[src/rtl/vga_rx.sv]
// VGA capture front end: measures HS/VS timing, locks after clean frames, emits frame-buffer writes.
// Optional build macro VGA_RX_ERR_CNT_EN adds a saturating timing-error counter on err_cnt_o.
module vga_rx #(
  parameter int HSYNC_BITS  = 11,
  parameter int VSYNC_BITS  = 11,
  parameter int HD          = 1280,
  parameter int HF          = 48,
  parameter int HR          = 112,
  parameter int HB          = 248,
  parameter int VD          = 1024,
  parameter int VF          = 1,
  parameter int VR          = 3,
  parameter int VB          = 38,
  parameter int LOCK_FRAMES = 2
) (
  input  logic                  clk,
  input  logic                  arstn,
  input  logic                  VGA_HS,
  input  logic                  VGA_VS,
  input  logic [11:0]           RGB,
  output logic                  we_o,
  output logic [HSYNC_BITS-1:0] addr_x_o,
  output logic [VSYNC_BITS-1:0] addr_y_o,
  output logic [1:0]            color_o,
  output logic                  locked_o,
  output logic                  frame_o,
  output logic                  err_o,
  output logic [7:0]            err_cnt_o
);

  localparam int HMAX = HD + HF + HR + HB - 1;
  localparam int VMAX = VD + VF + VR + VB - 1;
  localparam int GW   = (LOCK_FRAMES < 1) ? 1 : $clog2(LOCK_FRAMES + 1);

  localparam logic [HSYNC_BITS-1:0] H_MAX   = HSYNC_BITS'(HMAX);
  localparam logic [HSYNC_BITS-1:0] H_OVER  = HSYNC_BITS'(HMAX + 1);
  localparam logic [HSYNC_BITS-1:0] X_START = HSYNC_BITS'(HR + HB);
  localparam logic [HSYNC_BITS-1:0] X_END   = HSYNC_BITS'(HR + HB + HD);
  localparam logic [VSYNC_BITS-1:0] V_MAX   = VSYNC_BITS'(VMAX);
  localparam logic [VSYNC_BITS-1:0] V_OVER  = VSYNC_BITS'(VMAX + 1);
  localparam logic [VSYNC_BITS-1:0] Y_START = VSYNC_BITS'(VR + VB);
  localparam logic [VSYNC_BITS-1:0] Y_END   = VSYNC_BITS'(VR + VB + VD);
  localparam logic [GW-1:0]         G_LOCK  = GW'(LOCK_FRAMES);

  localparam logic [1:0] BLACK = 2'd0;
  localparam logic [1:0] WHITE = 2'd1;
  localparam logic [1:0] BLUE  = 2'd2;
  localparam logic [1:0] GREEN = 2'd3;

  typedef enum logic [1:0] {SEARCH, ACQUIRE, LOCKED} state_t;

  state_t                  state_reg, state_next;
  logic [GW-1:0]           good_reg, good_next;
  logic                    hs1_reg, vs1_reg, hs2_reg, vs2_reg;
  logic [2:0]              rgb1_reg;
  logic [HSYNC_BITS-1:0]   hcnt_reg, hcnt_next;
  logic [VSYNC_BITS-1:0]   vcnt_reg, vcnt_next;
  logic                    hs_rise, vs_rise, viol, active;
  logic                    we_next, err_next, frame_next;
  logic [1:0]              color_next;

  // Only the MSB of each colour nibble feeds the quantiser.
  logic unused_rgb;
  assign unused_rgb = ^{RGB[10:8], RGB[6:4], RGB[2:0]};

  always_comb begin
    hs_rise = hs1_reg & ~hs2_reg;
    vs_rise = vs1_reg & ~vs2_reg;

    if (hs_rise)
      hcnt_next = '0;
    else if (&hcnt_reg)
      hcnt_next = hcnt_reg;
    else
      hcnt_next = hcnt_reg + 1'b1;

    vcnt_next = vcnt_reg;
    if (hs_rise) begin
      if (vs_rise)
        vcnt_next = '0;
      else if (!(&vcnt_reg))
        vcnt_next = vcnt_reg + 1'b1;
    end

    // Vertical overrun is flagged on the first clock of the line that pushed vcnt past VMAX.
    viol = (hs_rise && hcnt_reg != H_MAX) || (hcnt_reg == H_OVER) ||
           (vs_rise && vcnt_reg != V_MAX) || (vcnt_reg == V_OVER && hcnt_reg == '0);

    // hcnt_next/vcnt_next are the coordinates of the sample currently held in s1.
    active = (hcnt_next >= X_START) && (hcnt_next < X_END) &&
             (vcnt_next >= Y_START) && (vcnt_next < Y_END);
  end

  always_comb begin
    color_next = BLACK;
    if (rgb1_reg[2] && rgb1_reg[1] && rgb1_reg[0])
      color_next = WHITE;
    else if (rgb1_reg[2] && !rgb1_reg[1])
      color_next = BLUE;
    else if (rgb1_reg[1] && !rgb1_reg[2])
      color_next = GREEN;
  end

  always_comb begin
    state_next = state_reg;
    good_next  = good_reg;
    err_next   = 1'b0;
    frame_next = 1'b0;
    case (state_reg)
      SEARCH: begin
        good_next = '0;
        if (vs_rise && hs_rise)
          state_next = ACQUIRE;
      end
      ACQUIRE: begin
        if (viol) begin
          err_next   = 1'b1;
          state_next = SEARCH;
          good_next  = '0;
        end else if (vs_rise) begin
          good_next = good_reg + 1'b1;
          if (good_reg + 1'b1 == G_LOCK)
            state_next = LOCKED;
        end
      end
      LOCKED: begin
        if (viol) begin
          err_next   = 1'b1;
          state_next = SEARCH;
          good_next  = '0;
        end else if (vs_rise) begin
          frame_next = 1'b1;
        end
      end
      default: begin
        state_next = SEARCH;
        good_next  = '0;
      end
    endcase
    we_next = (state_reg == LOCKED) && active && !viol;
  end

  always_ff @(posedge clk) begin
    if (!arstn) begin
      state_reg <= SEARCH;
      good_reg  <= '0;
      hs1_reg   <= 1'b0;
      vs1_reg   <= 1'b0;
      hs2_reg   <= 1'b0;
      vs2_reg   <= 1'b0;
      rgb1_reg  <= '0;
      hcnt_reg  <= '0;
      vcnt_reg  <= '0;
      we_o      <= 1'b0;
      addr_x_o  <= '0;
      addr_y_o  <= '0;
      color_o   <= BLACK;
      locked_o  <= 1'b0;
      frame_o   <= 1'b0;
      err_o     <= 1'b0;
    end else begin
      state_reg <= state_next;
      good_reg  <= good_next;
      hs1_reg   <= VGA_HS;
      vs1_reg   <= VGA_VS;
      hs2_reg   <= hs1_reg;
      vs2_reg   <= vs1_reg;
      rgb1_reg  <= {RGB[11], RGB[7], RGB[3]};
      hcnt_reg  <= hcnt_next;
      vcnt_reg  <= vcnt_next;
      we_o      <= we_next;
      if (we_next) begin
        addr_x_o <= hcnt_next - X_START;
        addr_y_o <= vcnt_next - Y_START;
        color_o  <= color_next;
      end
      locked_o  <= (state_next == LOCKED);
      frame_o   <= frame_next;
      err_o     <= err_next;
    end
  end

`ifdef VGA_RX_ERR_CNT_EN
  logic [7:0] err_cnt_reg;
  always_ff @(posedge clk) begin
    if (!arstn)
      err_cnt_reg <= 8'd0;
    else if (err_next && err_cnt_reg != 8'hFF)
      err_cnt_reg <= err_cnt_reg + 8'd1;
  end
  assign err_cnt_o = err_cnt_reg;
`else
  assign err_cnt_o = 8'd0;
`endif

endmodule

[config.mk]
export PLATFORM = sky130hd
export DESIGN_NAME = vga_rx
export DESIGN_NICKNAME = d
export VERILOG_FILES = /design/src/rtl/vga_rx.sv
export SDC_FILE = /design/constraint.sdc
export NUM_CORES = 1
export LEC_CHECK = 0
export ABC_CLOCK_PERIOD_IN_PS = 6100
export BUFFER_PORTS_ARGS = -buffer_cell sky130_fd_sc_hd__buf_2
export CAP_MARGIN = 0
export CELL_PAD_IN_SITES_DETAIL_PLACEMENT = 0
export CELL_PAD_IN_SITES_GLOBAL_PLACEMENT = 2
export CORE_MARGIN = 10
export CORE_UTILIZATION = 38
export CTS_BUF_LIST = sky130_fd_sc_hd__clkbuf_4 sky130_fd_sc_hd__clkbuf_8
export DETAILED_ROUTE_END_ITERATION = 16
export HOLD_SLACK_MARGIN = 0.02
export MAX_ROUTING_LAYER = met4
export PLACE_DENSITY_LB_ADDON = 0.3
export SLEW_MARGIN = 20
export SYNTH_ARGS = -nofsm -noshare
export SYNTH_HDL_FRONTEND = slang
export SYNTH_SLANG_ARGS = --single-unit
[constraint.sdc]
create_clock -name clk -period 6.1 [get_ports clk]
set_input_delay 1.22 -clock clk [delete_from_list [all_inputs] [get_ports clk]]
set_output_delay 1.22 -clock clk [all_outputs]
set_load 0.01 [all_outputs]
* After elaboration in Yosys (flattened, before gate mapping)
Cells that the tools add are included.
** Storage, ports and cells
- Register bits after elaboration :: 61
** Cells by class
- Magnitude comparators :: 4
- $add $sub $neg :: 5
- Bitwise gates (word level) :: 6
- Muxes and demuxes :: 20
- Eq/ne operators :: 10
- Reduce and logical (&&, ||, !) cells :: 27
** Operator list (number)
- 2-to-1 mux 11 bit :: 5
- adder 11 x 1 -> 11 bit (second input constant) :: 2
- == test 11 bit (second input constant) :: 2
- less-than comparator 11 bit (second input constant) :: 2
- 2-to-1 mux 2 bit :: 11
- inequality test 11 bit (second input constant) :: 2
- AND reduction 11 bit :: 2
- logical AND 1 bit :: 13
- greater-or-equal comparator 11 x 6 -> 1 bit (second input constant) :: 1
- greater-or-equal comparator 11 x 9 -> 1 bit (second input constant) :: 1
- zero test 11 bit :: 1
- subtractor 11 x 6 -> 11 bit (second input constant) :: 1
- subtractor 11 x 9 -> 11 bit (second input constant) :: 1
- == test 2 bit (second input constant) :: 3
- case mux 2 bit (3 select lines) :: 1
- NOT 1 bit :: 4
- case mux 2 bit (2 select lines) :: 1
- AND reduction 2 bit :: 2
- zero test 1 bit :: 3
- logical OR 1 bit :: 3
- inequality test 3 bit (second input constant) :: 1
- OR reduction 3 bit :: 1
- adder 2 x 1 -> 2 bit (second input constant) :: 1
- AND 1 bit :: 2
- other kinds (5) :: 6

* Logic depth before layout (Yosys ltp)
Gate-level depths: netlist of run 1.
- Depth in word-level cells :: 9
- Mapped depth :: 17
- Mapped depth without buffers :: 15

* Least setup slack after synthesis of run 1
OpenSTA, ideal clock, no wires.
- Kind :: reg-to-reg
- Start :: register hcnt_reg[0]
- End :: register addr_x_o[0]
- Library setup time :: 0.123 ns
- Arrival :: 3.084 ns
- Slack :: 2.893 ns
- Required time :: 5.977 ns
- Stages on the path, launching flop included :: 17
- Path through :: dfxtp_1 -> ha_1 -> and2_1 -> buf_2 -> a41oi_1 -> xnor2_1 -> nor2_1 -> inv_1 -> ha_1 -> nand2b_1 -> and3_1 -> nand4_1 -> nor4_1 -> o21ai_1 -> nor4_4 -> o21ai_4 -> mux2_1
** On the way
- Longest elaborated chain between the ends :: 9
- Elaborated cells between the ends (all ways) :: 21
** Ends and longest elaborated chain
- from (decl) :: RTL line 56 : logic [HSYNC_BITS-1:0] hcnt_reg, hcnt_next;
- from (signal assigned) :: RTL line 169 : hcnt_reg <= hcnt_next;
- adder 11 x 1 -> 11 bit or AND reduction 11 bit (tied branches) :: RTL line 75, 72
- 2-to-1 mux 11 bit (*) :: RTL line 72 : else if (&hcnt_reg)
- 2-to-1 mux 11 bit (*) :: RTL line 70 : if (hs_rise)
- via hcnt_next[3] :: RTL line 56
- greater-or-equal comparator 11 x 9 -> 1 bit or less-than comparator 11 bit (tied branches) :: RTL line 90 : active = (hcnt_next >= X_START) && (hcnt_next < X_END) &&
- logical AND 1 bit (*) (2 in series) :: RTL line 90
- logical AND 1 bit (*) :: RTL line 91 : (vcnt_next >= Y_START) && (vcnt_next < Y_END);
- logical AND 1 bit (*) (2 in series) :: RTL line 140 : we_next = (state_reg == LOCKED) && active && !viol;
- to (signal assigned) :: RTL line 173 : addr_x_o <= hcnt_next - X_START;
- to (decl) :: RTL line 22 : output logic [HSYNC_BITS-1:0] addr_x_o,
Mark *: on every way through the listed nets, which the timed path passes. The rest lies on a longest branch.
A chain may end at the register's enable or synchronous reset.

* Final worst setup path of run 1
- Start :: register hcnt_reg[0]
- End :: register addr_x_o[2]
The elaborated chain is that of the path after synthesis.

==> impl_metrics.tcl, run 1 <==
set metrics [dict create \
    final-max-slew-violation-count 0 \
    synthAdderAreaFrac_pct 5.40 \
    antenna_found_initial 0 \
    cts.sinks 61 \
    hold_violations 0 \
    synth_ff_type "dfxtp_1" \
    root_buffer "clkbuf_8" \
    grt_pass1_vias 3134 \
    place_congestion 0.822 \
    routedWlPerCell_um 14.9 \
    hold_buffers 0 \
    clk_latency_ps 340 \
    synth_compound_area_share_pct 15.4 \
    place.port_buffers 34 \
    synth.yosys.seq_area_share_pct 32.9 \
    path_delay_family "simple AND/OR/NAND/NOR gates" \
    rsz0062_at_grt "no" \
    setup_tns_ps 0 \
    design_power_total_mw 0.906 \
    cts_resized 0 \
    cpMaxStageDelayCell "mux2_1" \
    tightest_slew_ps 968 \
    syn-instance-count 439 \
    place_ws_ps 2160 \
    remaining_drc_errors 0 \
    vdd_drop_max_mv 0.114 \
    path_cells "ha_1 > and2_1 > a41oi_1 > xnor2_1 > nor2_1 > inv_1 > ha_1 > nand2b_1 > and3_1 > nand4_1 > nor4_1 > o21ai_1 > nor4_4 > o21ai_4 > mux2_1" \
    multi_input_area_um2 2270 \
    post-dp-hpwl_mm 6.51 \
    max_stage_delay_ps 400 \
    drtIter0Drc 128 \
    antennaDiodeCount 0 \
    cts_setup_buffers 0 \
    core_um2 9640 \
    power_density_nw_per_um2 218 \
    syn_avg_cell_area_um2 8.45 \
    synth-edff-count 0 \
    end_kind "register" \
    cap_violations 0 \
    yosysWarnings 0 \
    ff2ff_setup_slack_ps 2180 \
    cts_htree_levels 3 \
    die_w_um 119 \
    post-route-min-period_ps 3920 \
    ys_ff_latch 61 \
    drive_gt1_share_pct 14.8 \
    nNetsFinal 494 \
    synth_area_leaders "dfxtp_1 33%, mux2i_1 7.6%, nand2_1 5.5%, ha_1 5.4%, nor2_1 4.2%" \
    fin_crit_sh_pct 64.3 \
    synth_top_family_by_area "simple AND/OR/NAND/NOR gates" \
    cts_max_path_buffers 2 \
    synth.largest_area_cell "dfxtp_1" \
    synthArstFlopShare_pct 0 \
    seqCellArea_um2 1220 \
    fmax_ghz 0.255 \
    die_area_um2 14100 \
    grt_pass1_wl_mm 15.5 \
    setup_violations 0 \
    critPathBufInv 1 \
    p_leak_nw 1.77 \
    fin_util_pct 43.1 \
    arrival_ps 4150 \
    synth_simple_gate_area_share_pct 29.0 \
    setup_ws_ps 2180 \
    ys_types 66 \
    routed_wirelength_mm 8.92 \
    hold_path.class "reg2reg" \
    worstSetupPathType "reg2reg" \
    cts.clk_slew.worst_paths_ps 80 \
    routed-via-count 3158 \
    cpMostUsedCell "ha_1" \
    synthMuxAreaShare_pct 8.16 \
    yosysTopAreaCellShare_pct 32.9 \
    crit_path_max_fanout 25 \
    die_h_um 119 \
    postRouteAntennaNets 0 \
    syn_area_um2 3710 \
    start_kind "register" \
    ios 52 \
    start_util_pct 38.5 \
    yosys.area_share.xor_xnor_pct 2.36 \
    overflow 0 \
    rows 36 \
    worstPathRequired_ps 6320 \
    drt_first_pass_iters 4 \
    synthToLayoutAreaGrowth_pct 11.9 \
    via_per_inst 5.26 \
    final_area_um2 4150 \
    cts_made_buffers 9 \
    relSlewSlack_pct 35.2 \
    placed_cell_area_um2 3910 \
    tritoncts "yes" \
    skew_ps 9.43 \
    grt_max_degree 60 \
    fillers 1040 \
    status "finished, final reports clean" \
    track_usage_pct 13.3 \
]
-- cells in the mapped netlist (3+ instances only) --
library cell  instances
nor3b_1               3
a211oi_1              5
a41oi_1               7
nor3_1               15
buf_4                11
mux2i_1              28
xnor2_1               8
and2_1               21
dfxtp_1              61
ha_1                 16
a31oi_1               7
buf_2                 9
o211ai_1              4
nor2b_1               3
nand2_1              54
clkbuf_1              9
nor2_1               42
and3_1                9
or3_1                 4
nand3_1              14
nand4_1               7
inv_1                15
o21ai_0              15
nand2b_1             10
a21oi_1               6
o21a_1                3
-- area by class of cell --
cell class	instances	share of cell area [%]
inverter	16	1.45
timing repair buffer	37	4.64
tap	133	4.01
multi-input combinational	337	54.6
clock buffer	10	3.17
sequential	61	29.4
clock inverter	6	2.68
-- stage by stage --
step,hold slack [ps],cells
floorplan,446,446
global placement,442,584
detailed placement,448,584
CTS,459,600
global route,487,600
finish,457,600
-- cell families after synthesis --
logic type	count (synthesis)
other	1
buffers and inverters	48
adder cells (fa/ha/maj)	16
AND/OR/NAND/NOR	202
XOR/XNOR	10
AO/OA/AOI/OAI	71
multiplexers	30
flip-flops	61
-- layout by cell type, fill, tap and decap left out, types with 5 or more instances in the layout --
cell / instances
nand3_1: 14
conb_1: 8
and2_1: 21
mux2i_1: 28
nand4_1: 7
a211oi_1: 5
inv_1: 15
a31oi_1: 7
nand2b_1: 10
nor3_1: 15
xnor2_1: 8
o21ai_0: 15
buf_2: 34
nor2_1: 42
ha_1: 16
clkbuf_8: 9
a41oi_1: 7
and3_1: 9
dfxtp_1: 61
a21oi_1: 6
nand2_1: 54
-- worst register-to-register path: cells and delay by family (launching register included) --
family,cells,cell delay (ps)
buffers and inverters,1,90
DFF,1,390
AOI/OAI and AO/OA,3,690
adders and majority gates,2,520
muxes,1,410
xor gates and xnor gates,1,190
and+or+nand+nor,7,1520
-- routing by layer --
| metal | up-vias | global-route usage (%) | share of wire, % |
|---|---|---|---|
| met5 | - | - | 0 |
| met4 | 0 | 4.81 | 1.9 |
| met3 | 17 | 3.24 | 3.9 |
| met2 | 60 | 22.2 | 49 |
| met1 | 1490 | 15.3 | 45 |
| li1 | 1591 | - | - |
-- power by group --
part,internal (mW),switching (mW),total (mW),leakage (nW)
sequential,0.403,0.00483,0.407,0.494
clock,0.276,0.169,0.445,0.120
combinational,0.0186,0.0353,0.0539,1.15
total,0.697,0.209,0.906,1.77
-- worst paths after layout --
check / cells past startpoint / endpoint / from
worst max register to register: 15 / addr_x_o[2] / hcnt_reg[0]
worst min register to register: 2 / addr_y_o[4] / addr_y_o[4]
worst min-delay path: 2 / addr_y_o[4] / addr_y_o[4]
worst max-delay path: 15 / addr_x_o[2] / hcnt_reg[0]
(Power assumes the default switching activity.)
==> inputs of run 2 (changes only) <==
--- a/config.mk
+++ b/config.mk
@@ -5,13 +5,13 @@
 export SDC_FILE = /design/constraint.sdc
 export NUM_CORES = 1
 export LEC_CHECK = 0
-export ABC_CLOCK_PERIOD_IN_PS = 6100
+export ABC_CLOCK_PERIOD_IN_PS = 3600
 export BUFFER_PORTS_ARGS = -buffer_cell sky130_fd_sc_hd__buf_2
 export CAP_MARGIN = 0
 export CELL_PAD_IN_SITES_DETAIL_PLACEMENT = 0
 export CELL_PAD_IN_SITES_GLOBAL_PLACEMENT = 2
 export CORE_MARGIN = 10
-export CORE_UTILIZATION = 38
+export CORE_UTILIZATION = 32
 export CTS_BUF_LIST = sky130_fd_sc_hd__clkbuf_4 sky130_fd_sc_hd__clkbuf_8
 export DETAILED_ROUTE_END_ITERATION = 16
 export HOLD_SLACK_MARGIN = 0.02
==> constraint.sdc (replaced) <==
create_clock -name clk -period 3.6 [get_ports clk]
set_input_delay 0.72 -clock clk [delete_from_list [all_inputs] [get_ports clk]]
set_output_delay 0.72 -clock clk [all_outputs]
set_load 0.01 [all_outputs]
==> impl_metrics.tcl, run 2 (synthesis gave the netlist of run 1 again) <==
set metrics [dict create \
    via_per_inst 5.17 \
    final_area_um2 4290 \
    cts.clk_slew.worst_paths_ps 70 \
    drtIter0Drc 167 \
    vdd_drop_max_mv 0.230 \
    rsz0062_at_grt "no" \
    skew_ps 7.71 \
    fin_util_pct 37.7 \
    drive_gt1_share_pct 18.5 \
    place_congestion 0.869 \
    cts.sinks 61 \
    worstPathRequired_ps 3840 \
    fillers 1219 \
    end_kind "register" \
    fin_crit_sh_pct 90.4 \
    core_um2 11400 \
    track_usage_pct 12.6 \
    tightest_slew_ps 677 \
    p_leak_nw 1.86 \
    synthToLayoutAreaGrowth_pct 15.6 \
    postRouteAntennaNets 0 \
    worstSetupPathType "reg2reg" \
    grt_pass1_wl_mm 16.3 \
    relSlewSlack_pct 54.6 \
    cts_htree_levels 3 \
    cap_violations 0 \
    post-dp-hpwl_mm 7.34 \
    cts_made_buffers 9 \
    drt_first_pass_iters 4 \
    grt_max_degree 48 \
    antennaDiodeCount 0 \
    post-route-min-period_ps 3250 \
    crit_path_max_fanout 8 \
    antenna_found_initial 0 \
    routed_wirelength_mm 9.82 \
    grt_pass1_vias 3227 \
    ios 52 \
    final-max-slew-violation-count 0 \
    rows 39 \
    routed-via-count 3254 \
    arrival_ps 3490 \
    start_util_pct 32.6 \
    fmax_ghz 0.307 \
    status "finished, final reports clean" \
    die_w_um 128 \
    setup_tns_ps 0 \
    clk_latency_ps 350 \
    place.port_buffers 34 \
    layout_commonest_cell "dfxtp_1" \
    layout_common_cells "61 x dfxtp_1, 54 x nand2_1, 42 x nor2_1" \
    cts_setup_buffers 0 \
    hold_path.class "reg2reg" \
    placed_cell_area_um2 4080 \
    root_buffer "clkbuf_8" \
    tritoncts "yes" \
    start_kind "register" \
    hold_violations 0 \
    routedWlPerCell_um 15.6 \
    power_density_nw_per_um2 333 \
    setup_violations 0 \
    ff2ff_setup_slack_ps 350 \
    die_area_um2 16300 \
    overflow 0 \
    die_h_um 128 \
    whs_ps 457 \
    cts_max_path_buffers 2 \
    nNetsFinal 514 \
    remaining_drc_errors 0 \
]
## run 2: cell count changes in the layout (fill, tap and decap cells not counted)
cell and delta:
buf_12 +1, clkinv_4 -1, bufinv_16 -2, clkbuf_4 +1
a41oi_1 -1, clkbuf_8 +1, a41oi_2 +1, buf_4 +19
clkinv_2 +1
## run 2: final cells by class
type	instances	area (um2)	area share [%]
Clock buffer	12	153	3.56
Clock inverter	4	47.5	1.11
Multi-Input combinational cell	337	2270	53.0
Tap cell	143	179	4.17
Inverter	16	60.1	1.40
Timing Repair Buffer	57	355	8.28
Sequential cell	61	1220	28.5
## run 2: critical path, stage by stage (launching register included)
cell and delay (ps):
dfxtp_1 390, ha_1 240, and2_1 180, a41oi_2 140, xnor2_1 190, nor2_1 150
inv_1 80, ha_1 230, nand2b_1 80, and3_1 150, nand4_1 90, nor4_1 320
o21ai_1 170, nor4_4 240, o21ai_4 160, buf_4 210, mux2i_1 120
## run 2: repair_timing
item,CTS,global route
hold buffers,0,0
setup endpoints to repair,0,25
gates resized for setup,0,1
## run 2: path summary, 6_finish.rpt
check,start,to,depth (start not counted)
setup / recovery,hcnt_reg[1],addr_y_o[6],16
hold / removal,addr_y_o[8],addr_y_o[8],2
setup reg to reg,hcnt_reg[1],addr_y_o[6],16
hold reg to reg,addr_y_o[8],addr_y_o[8],2
## run 2: per-layer routing
| metal | global-route usage (%) | routed length (um) |
|---|---|---|
| met1 | 14.6 | 4440 |
| met2 | 20.1 | 4830 |
| met3 | 4.18 | 418 |
| met4 | 4.24 | 131 |
| met5 | - | 0 |
## run 2: report_power, final
part,leakage (nW),internal [mW],switching (mW)
logic,1.26,0.0370,0.0636
registers,0.494,0.682,0.00725
clock network,0.103,0.352,0.287
## run 2: through the flow
| stage | cells | setup slack, ps | total power [mW] |
|---|---|---|---|
| 2_1_floorplan | 446 | 393 | 0.780 |
| 3_5_place_dp | 614 | 188 | 0.806 |
| 5_1_grt | 630 | 53.5 | 1.49 |
| 4_1_cts | 630 | 156 | 1.45 |
| 6_report | 630 | 347 | 1.43 |
| 3_3_place_gp | 614 | 159 | 0.805 |
